**src/rtl/score_display.sv**
```systemverilog
// Binary score (tenths of a second) to 5-digit BCD via iterative double-dabble,
// shown on a multiplexed active-low 7-segment display with leading-zero blanking.
module score_display #(
  parameter int REFRESH_DIV = 100000,
  parameter int NUM_ANODES  = 8
) (
  input  logic                  clk,
  input  logic                  reset,
  input  logic [15:0]           score,
  output logic                  busy,
  output logic [19:0]           bcd_out,
  output logic [NUM_ANODES-1:0] an,
  output logic [6:0]            seg,
  output logic                  dp
);

  localparam int RW = (REFRESH_DIV > 1) ? $clog2(REFRESH_DIV) : 1;
  localparam int IW = (NUM_ANODES > 1) ? $clog2(NUM_ANODES) : 1;

  typedef enum logic [1:0] {IDLE, SHIFT, DONE} state_t;

  state_t          state_reg;
  logic [15:0]     src_reg;
  logic [15:0]     cap_reg;
  logic [15:0]     src_done_reg;
  logic [19:0]     bcd_reg;
  logic [19:0]     bcd_adj;
  logic [3:0]      count_reg;
  logic            busy_reg;
  logic [19:0]     bcd_out_reg;

  logic [RW-1:0]   refresh_reg;
  logic [IW-1:0]   idx_reg;

  logic [NUM_ANODES-1:0] an_reg, an_next;
  logic [6:0]      seg_reg, seg_next;
  logic            dp_reg, dp_next;

  logic [3:0]      digit [5];
  logic [4:0]      blank;
  logic [3:0]      sel_digit;
  logic            sel_lit;

  function automatic logic [6:0] decode(input logic [3:0] d);
    case (d)
      4'd0: decode = 7'b1000000;
      4'd1: decode = 7'b1111001;
      4'd2: decode = 7'b0100100;
      4'd3: decode = 7'b0110000;
      4'd4: decode = 7'b0011001;
      4'd5: decode = 7'b0010010;
      4'd6: decode = 7'b0000010;
      4'd7: decode = 7'b1111000;
      4'd8: decode = 7'b0000000;
      4'd9: decode = 7'b0010000;
      default: decode = 7'h7F;
    endcase
  endfunction

  // Add-3 correction on every nibble before each shift.
  genvar gi;
  generate
    for (gi = 0; gi < 5; gi++) begin : g_adj
      assign bcd_adj[gi*4 +: 4] = (bcd_reg[gi*4 +: 4] >= 4'd5) ?
                                  bcd_reg[gi*4 +: 4] + 4'd3 : bcd_reg[gi*4 +: 4];
      assign digit[gi] = bcd_out_reg[gi*4 +: 4];
    end
  endgenerate

  always_ff @(posedge clk) begin
    if (reset) begin
      state_reg    <= IDLE;
      src_reg      <= '0;
      cap_reg      <= '0;
      src_done_reg <= '0;
      bcd_reg      <= '0;
      count_reg    <= '0;
      busy_reg     <= 1'b0;
      bcd_out_reg  <= '0;
    end else begin
      case (state_reg)
        IDLE: begin
          if (score != src_done_reg) begin
            src_reg   <= score;
            cap_reg   <= score;
            bcd_reg   <= '0;
            count_reg <= '0;
            busy_reg  <= 1'b1;
            state_reg <= SHIFT;
          end
        end
        SHIFT: begin
          {bcd_reg, src_reg} <= {bcd_adj, src_reg} << 1;
          count_reg <= count_reg + 4'd1;
          if (count_reg == 4'd15) state_reg <= DONE;
        end
        DONE: begin
          bcd_out_reg  <= bcd_reg;
          src_done_reg <= cap_reg;
          busy_reg     <= 1'b0;
          state_reg    <= IDLE;
        end
        default: state_reg <= IDLE;
      endcase
    end
  end

  always_ff @(posedge clk) begin
    if (reset) begin
      refresh_reg <= '0;
      idx_reg     <= '0;
    end else if (refresh_reg == RW'(REFRESH_DIV - 1)) begin
      refresh_reg <= '0;
      idx_reg     <= (idx_reg == IW'(NUM_ANODES - 1)) ? '0 : idx_reg + IW'(1);
    end else begin
      refresh_reg <= refresh_reg + RW'(1);
    end
  end

  // A slot from 2 up blanks when it and every higher digit are zero.
  assign blank[4]   = (digit[4] == 4'd0);
  generate
    for (gi = 2; gi < 4; gi++) begin : g_blank
      assign blank[gi] = blank[gi+1] && (digit[gi] == 4'd0);
    end
  endgenerate
  assign blank[1:0] = 2'b00;

  always_comb begin
    an_next   = '1;
    seg_next  = 7'h7F;
    dp_next   = 1'b1;
    sel_digit = 4'd0;
    sel_lit   = 1'b0;
    for (int k = 0; k < 5; k++) begin
      if (int'(idx_reg) == k) begin
        sel_digit = digit[k];
        sel_lit   = !blank[k];
      end
    end
    if (sel_lit) begin
      an_next  = ~(NUM_ANODES'(1) << idx_reg);
      seg_next = decode(sel_digit);
      dp_next  = (idx_reg != IW'(1));
    end
  end

  always_ff @(posedge clk) begin
    if (reset) begin
      an_reg  <= '1;
      seg_reg <= 7'h7F;
      dp_reg  <= 1'b1;
    end else begin
      an_reg  <= an_next;
      seg_reg <= seg_next;
      dp_reg  <= dp_next;
    end
  end

  assign busy    = busy_reg;
  assign bcd_out = bcd_out_reg;
  assign an      = an_reg;
  assign seg     = seg_reg;
  assign dp      = dp_reg;

endmodule

```
**config.mk**
```make
export PLATFORM = sky130hd
export DESIGN_NAME = score_display
export DESIGN_NICKNAME = d
export VERILOG_FILES = /design/src/rtl/score_display.sv
export SDC_FILE = /design/constraint.sdc
export NUM_CORES = 1
export LEC_CHECK = 0
export CORE_MARGIN = 2
export CORE_UTILIZATION = 25
export CTS_BUF_LIST = sky130_fd_sc_hd__clkbuf_4 sky130_fd_sc_hd__clkbuf_8
export DETAILED_ROUTE_END_ITERATION = 10
export DONT_BUFFER_PORTS = 1
export PLACE_DENSITY = 0.37
export SLEW_MARGIN = 20
export SYNTH_ARGS = -nofsm -noshare
export SYNTH_HDL_FRONTEND = slang
export SYNTH_SLANG_ARGS = --single-unit
```
**constraint.sdc**
```tcl
create_clock -name clk -period 2.9 [get_ports clk]
set_input_delay 0.145 -clock clk [delete_from_list [all_inputs] [get_ports clk]]
set_output_delay 0.145 -clock clk [all_outputs]
set_load 0.05 [all_outputs]
```
==> flow_summary.rst <==
.. list-table::
   :header-rows: 1

   * - Metric
     - Value
   * - Die ar.
     - roughly 25000 µm²
   * - CP required
     - between 3000 and 4000 ps
   * - Sinks on Clock Net
     - 130
   * - Maximum achievable frequency
     - between 300 and 400 MHz
   * - Most common cell on crit path
     - sky130_fd_sc_hd__inv_1
   * - Number of maximum-capacitance violations
     - 0
   * - Routed Antenna Nets
     - 0
   * - Distinct cell type count after synthesis
     - between 50 and 60
   * - Core area
     - 23300 µm²
   * - Detailed-route wire length per cell
     - 16.0 µm
   * - Minimum hold slack
     - 51.9 ps
   * - CP Data Arrival Time
     - 2900 ps
   * - Leftover overflow at the end of global routing
     - 0
   * - PwrDens
     - 526 nW/µm²
   * - Vias in the first global route
     - about 5000
   * - Residual DRC count
     - 0
   * - Die width
     - 157 µm
   * - Via density per instance
     - just under 5
   * - Critical Path Fanout Max
     - 8
   * - I/O pin cnt
     - between 50 and 60
   * - Hold Path Origin
     - reset
   * - Sequential cell fraction of total power
     - 0.518
   * - Final worst path period share
     - 0.884
   * - Mapped Avg Cell Area
     - 8.51 µm²
   * - Final total negative setup slack
     - 0 ps
   * - First-pass GRT wire length
     - ~27000 µm
   * - Pre-antenna DRT Iters
     - 5
   * - RD Place Congestion
     - 0.797
   * - TritonCTS clock tree
     - built
   * - RSZ-0062 raised after global routing
     - no
   * - Worst Tran Pin Value
     - around 930 ps
   * - Cell accounting for the most synthesized area
     - sky130_fd_sc_hd__dfxtp_1
   * - Most numerous cell types in the synthesized netlist
     - sky130_fd_sc_hd__dfxtp_1 (130), sky130_fd_sc_hd__nand2_1 (114), sky130_fd_sc_hd__a21oi_1 (70), sky130_fd_sc_hd__o21ai_0 (34), sky130_fd_sc_hd__nor2_1 (33)
   * - Kind of critical path
     - reg -> reg
   * - Primary flip-flop cell chosen by synthesis mapping
     - sky130_fd_sc_hd__dfxtp_1
   * - Initial cell density of the core
     - 0.253
   * - GRT Resource Usage Total
     - 0.141
   * - Post-route minimum period
     - 2560 ps
   * - Relative slew slack
     - 0.378
   * - Number of flops mapped to enable cells by yosys
     - 0
   * - Worst Setup SP
     - idx_reg[0]
   * - Maximum clock skew at final layout
     - around 18 ps
   * - Status
     - finished clean
   * - Sequential cell area fraction in the yosys report
     - 0.442
   * - Most common cell in the netlist
     - sky130_fd_sc_hd__dfxtp_1
   * - Combined area of the multi-input logic cells
     - roughly 3000 µm²
   * - Largest stage delay on the critical path
     - roughly 520 ps
   * - Proportion of power drawn by the clock network
     - 0.439
   * - DP Wirelength
     - 11000 µm
   * - Layout Area Growth over Synthesis
     - 16.9%
   * - Internal power consumption
     - approximately 2700 µW
   * - Reg-to-reg critical path startpoint
     - idx_reg[0]
   * - Worst min path class
     - in -> reg
   * - Area share of the largest cell type after synthesis
     - 0.442
   * - Via total after detailed routing
     - between 5000 and 6000
   * - Routed WL
     - 16700 µm
   * - IO buf count
     - 0
   * - Count of mapped cells out of synthesis
     - 692
   * - Slew Limit Fails
     - 0
   * - CP max-delay cell
     - sky130_fd_sc_hd__a211oi_1
   * - Count of antenna diodes in the layout
     - 0
   * - Leakage power
     - roughly 0.0025 µW
   * - Yosys warning total
     - 0
   * - Iteration-0 DRC count of the detailed router
     - a little under 300
   * - Type of element capturing the critical path
     - register
   * - Fraction of final layout cells sized beyond drive strength 1
     - 0.0968
   * - R2r worst-path depth
     - 10
   * - Number of post-CTS setup repair buffers
     - 0
   * - Number of buffers added by the clock tree synthesis step
     - 17
   * - Power share of the combinational group
     - 0.044
   * - Sw power
     - ~940 µW
   * - Clock root buffer
     - sky130_fd_sc_hd__clkbuf_8
   * - Mapped Area
     - 5890 µm²
   * - Count of state elements after synthesis
     - 130
   * - Final instance area
     - ~6900 µm²
   * - Post-synthesis net count
     - 729
   * - Die Y-Extent
     - roughly 160 µm
   * - Later-pin clock latency in the skew report
     - between 400 and 500 ps
   * - Final #Nets
     - 747
   * - Cell types with the largest area share after synthesis
     - sky130_fd_sc_hd__dfxtp_1 (44%), sky130_fd_sc_hd__nand2_1 (7.3%), sky130_fd_sc_hd__a21oi_1 (6.0%)
   * - Worst IR drop on VDD
     - 0.273 mV
   * - Hold path cells
     - 2
   * - CP startpoint kind
     - register
   * - Share of total power consumed by net switching
     - 0.259
   * - Overall power consumption
     - between 3000 and 4000 µW
   * - Standard-cell rows
     - between 50 and 60
   * - Post-detailed-placement cell area
     - roughly 6300 µm²
   * - Number of levels the H-tree was split into
     - 4
   * - Storage element area
     - around 2600 µm²
   * - Number of failing hold endpoints at the final stage
     - 0
   * - Maximum number of pins on one net before global-route repair
     - 64
   * - Clock slew seen by the registers of the worst setup and hold paths
     - 90 ps
   * - Number of buffers on the longest clock path
     - 2
   * - Ys async rst share
     - 0
   * - Worst path cell trace
     - inv_1 > ha_1 > nand2_1 > and3_1 > a211oi_1 > inv_1 > ha_1 > inv_1 > o21ai_0 > o31a_1
   * - Antenna violations before repair
     - 0
   * - Setup Viol. Count Final
     - 0
   * - Number of filler cells placed in the layout
     - about 2500
[metal layers]
metal	wire length (µm)	share of wire	vias up	track usage
met3	947	0.057	13	0.0457
met5	0	0	-	0
met2	7430	0.44	103	0.220
met4	192	0.011	0	0.0411
met1	8140	0.49	2440	0.185
li1	-	-	2476	-
[placed cells by master, fill, tap and decap left out, types with 4 or more instances in the layout]
master and count:
sky130_fd_sc_hd__nand3_1 27, sky130_fd_sc_hd__nor3b_1 4, sky130_fd_sc_hd__o21ai_0 34, sky130_fd_sc_hd__a211oi_1 11
sky130_fd_sc_hd__nor2_1 32, sky130_fd_sc_hd__nor2b_1 7, sky130_fd_sc_hd__dfxtp_1 130, sky130_fd_sc_hd__nand4_1 4
sky130_fd_sc_hd__a2111oi_0 4, sky130_fd_sc_hd__nand2_1 114, sky130_fd_sc_hd__buf_4 27, sky130_fd_sc_hd__a31oi_1 6
sky130_fd_sc_hd__xnor2_1 17, sky130_fd_sc_hd__ha_1 19, sky130_fd_sc_hd__dlygate4sd3_1 16, sky130_fd_sc_hd__nor3_1 9
sky130_fd_sc_hd__xor2_1 26, sky130_fd_sc_hd__nand3b_1 4, sky130_fd_sc_hd__nand2b_1 6, sky130_fd_sc_hd__nor4_1 6
sky130_fd_sc_hd__a21oi_1 70, sky130_fd_sc_hd__a22o_1 13, sky130_fd_sc_hd__o211ai_1 16, sky130_fd_sc_hd__clkinvlp_4 5
sky130_fd_sc_hd__inv_1 17, sky130_fd_sc_hd__o221ai_1 15, sky130_fd_sc_hd__and3_1 21, sky130_fd_sc_hd__clkbuf_8 18
[cell type report]
class / count / area share
sequential: 130 / 0.378
inverter: 20 / 0.0109
timing repair buffer: 45 / 0.0597
multi-input combinational: 496 / 0.434
clock buffer: 18 / 0.0360
clock inverter: 14 / 0.0226
tap: 319 / 0.0580
[final timing paths]
kind	end	slack (ps)
setup reg to reg	seg[6]	340
setup / recovery	seg[6]	340
hold reg to reg	refresh_reg[0]	450
hold / removal	bcd_out[5]	50
[critical path: cells and delay by family (launching register included)]
| family | cells | cell delay (ps) |
|---|---|---|
| compound gates | 3 | 880 |
| fa+ha+maj | 2 | 550 |
| buf+inv | 3 | 300 |
| flops | 1 | 360 |
| simple gates | 2 | 360 |
[power groups by stage]
stage | sequential, µW | combinational, µW | clock [µW]
floorplan | 1900 | 100 | 0
detailed placement | 1910 | 120 | 0
global route | 1880 | 177 | 1750
finish | 1870 | 159 | 1590
CTS | 1870 | 160 | 1650
global placement | 1910 | 119 | 0
[timing repair]
item                                   in CTS  in global routing
endpoints found under the hold margin      80                  0
hold buffers                               17                  0
resized for setup                           0                  0
[metrics by stage]
stage | setup WS (ps) | utilization | std cells
floorplan | 596 | - | 692
global placement | 464 | 0.270 | 993
detailed placement | 390 | 0.270 | 993
CTS | 359 | 0.296 | 1042
global route | 160 | 0.296 | 1042
finish | 335 | 0.296 | 1042
[kinds of logic (layout without fill, tap and decap cells)]
group	Yosys count	in the layout	synth area share
AND/OR/NAND/NOR	248	248	0.199
buffers and inverters	66	97	0.0506
XOR/XNOR	43	43	0.0640
flip-flops	130	130	0.442
multiplexers	3	3	0.00510
AO/OA/AOI/OAI	183	183	0.199
adder cells (fa/ha/maj)	19	19	0.0404
No activity file was read; power rests on OpenSTA's default activity.
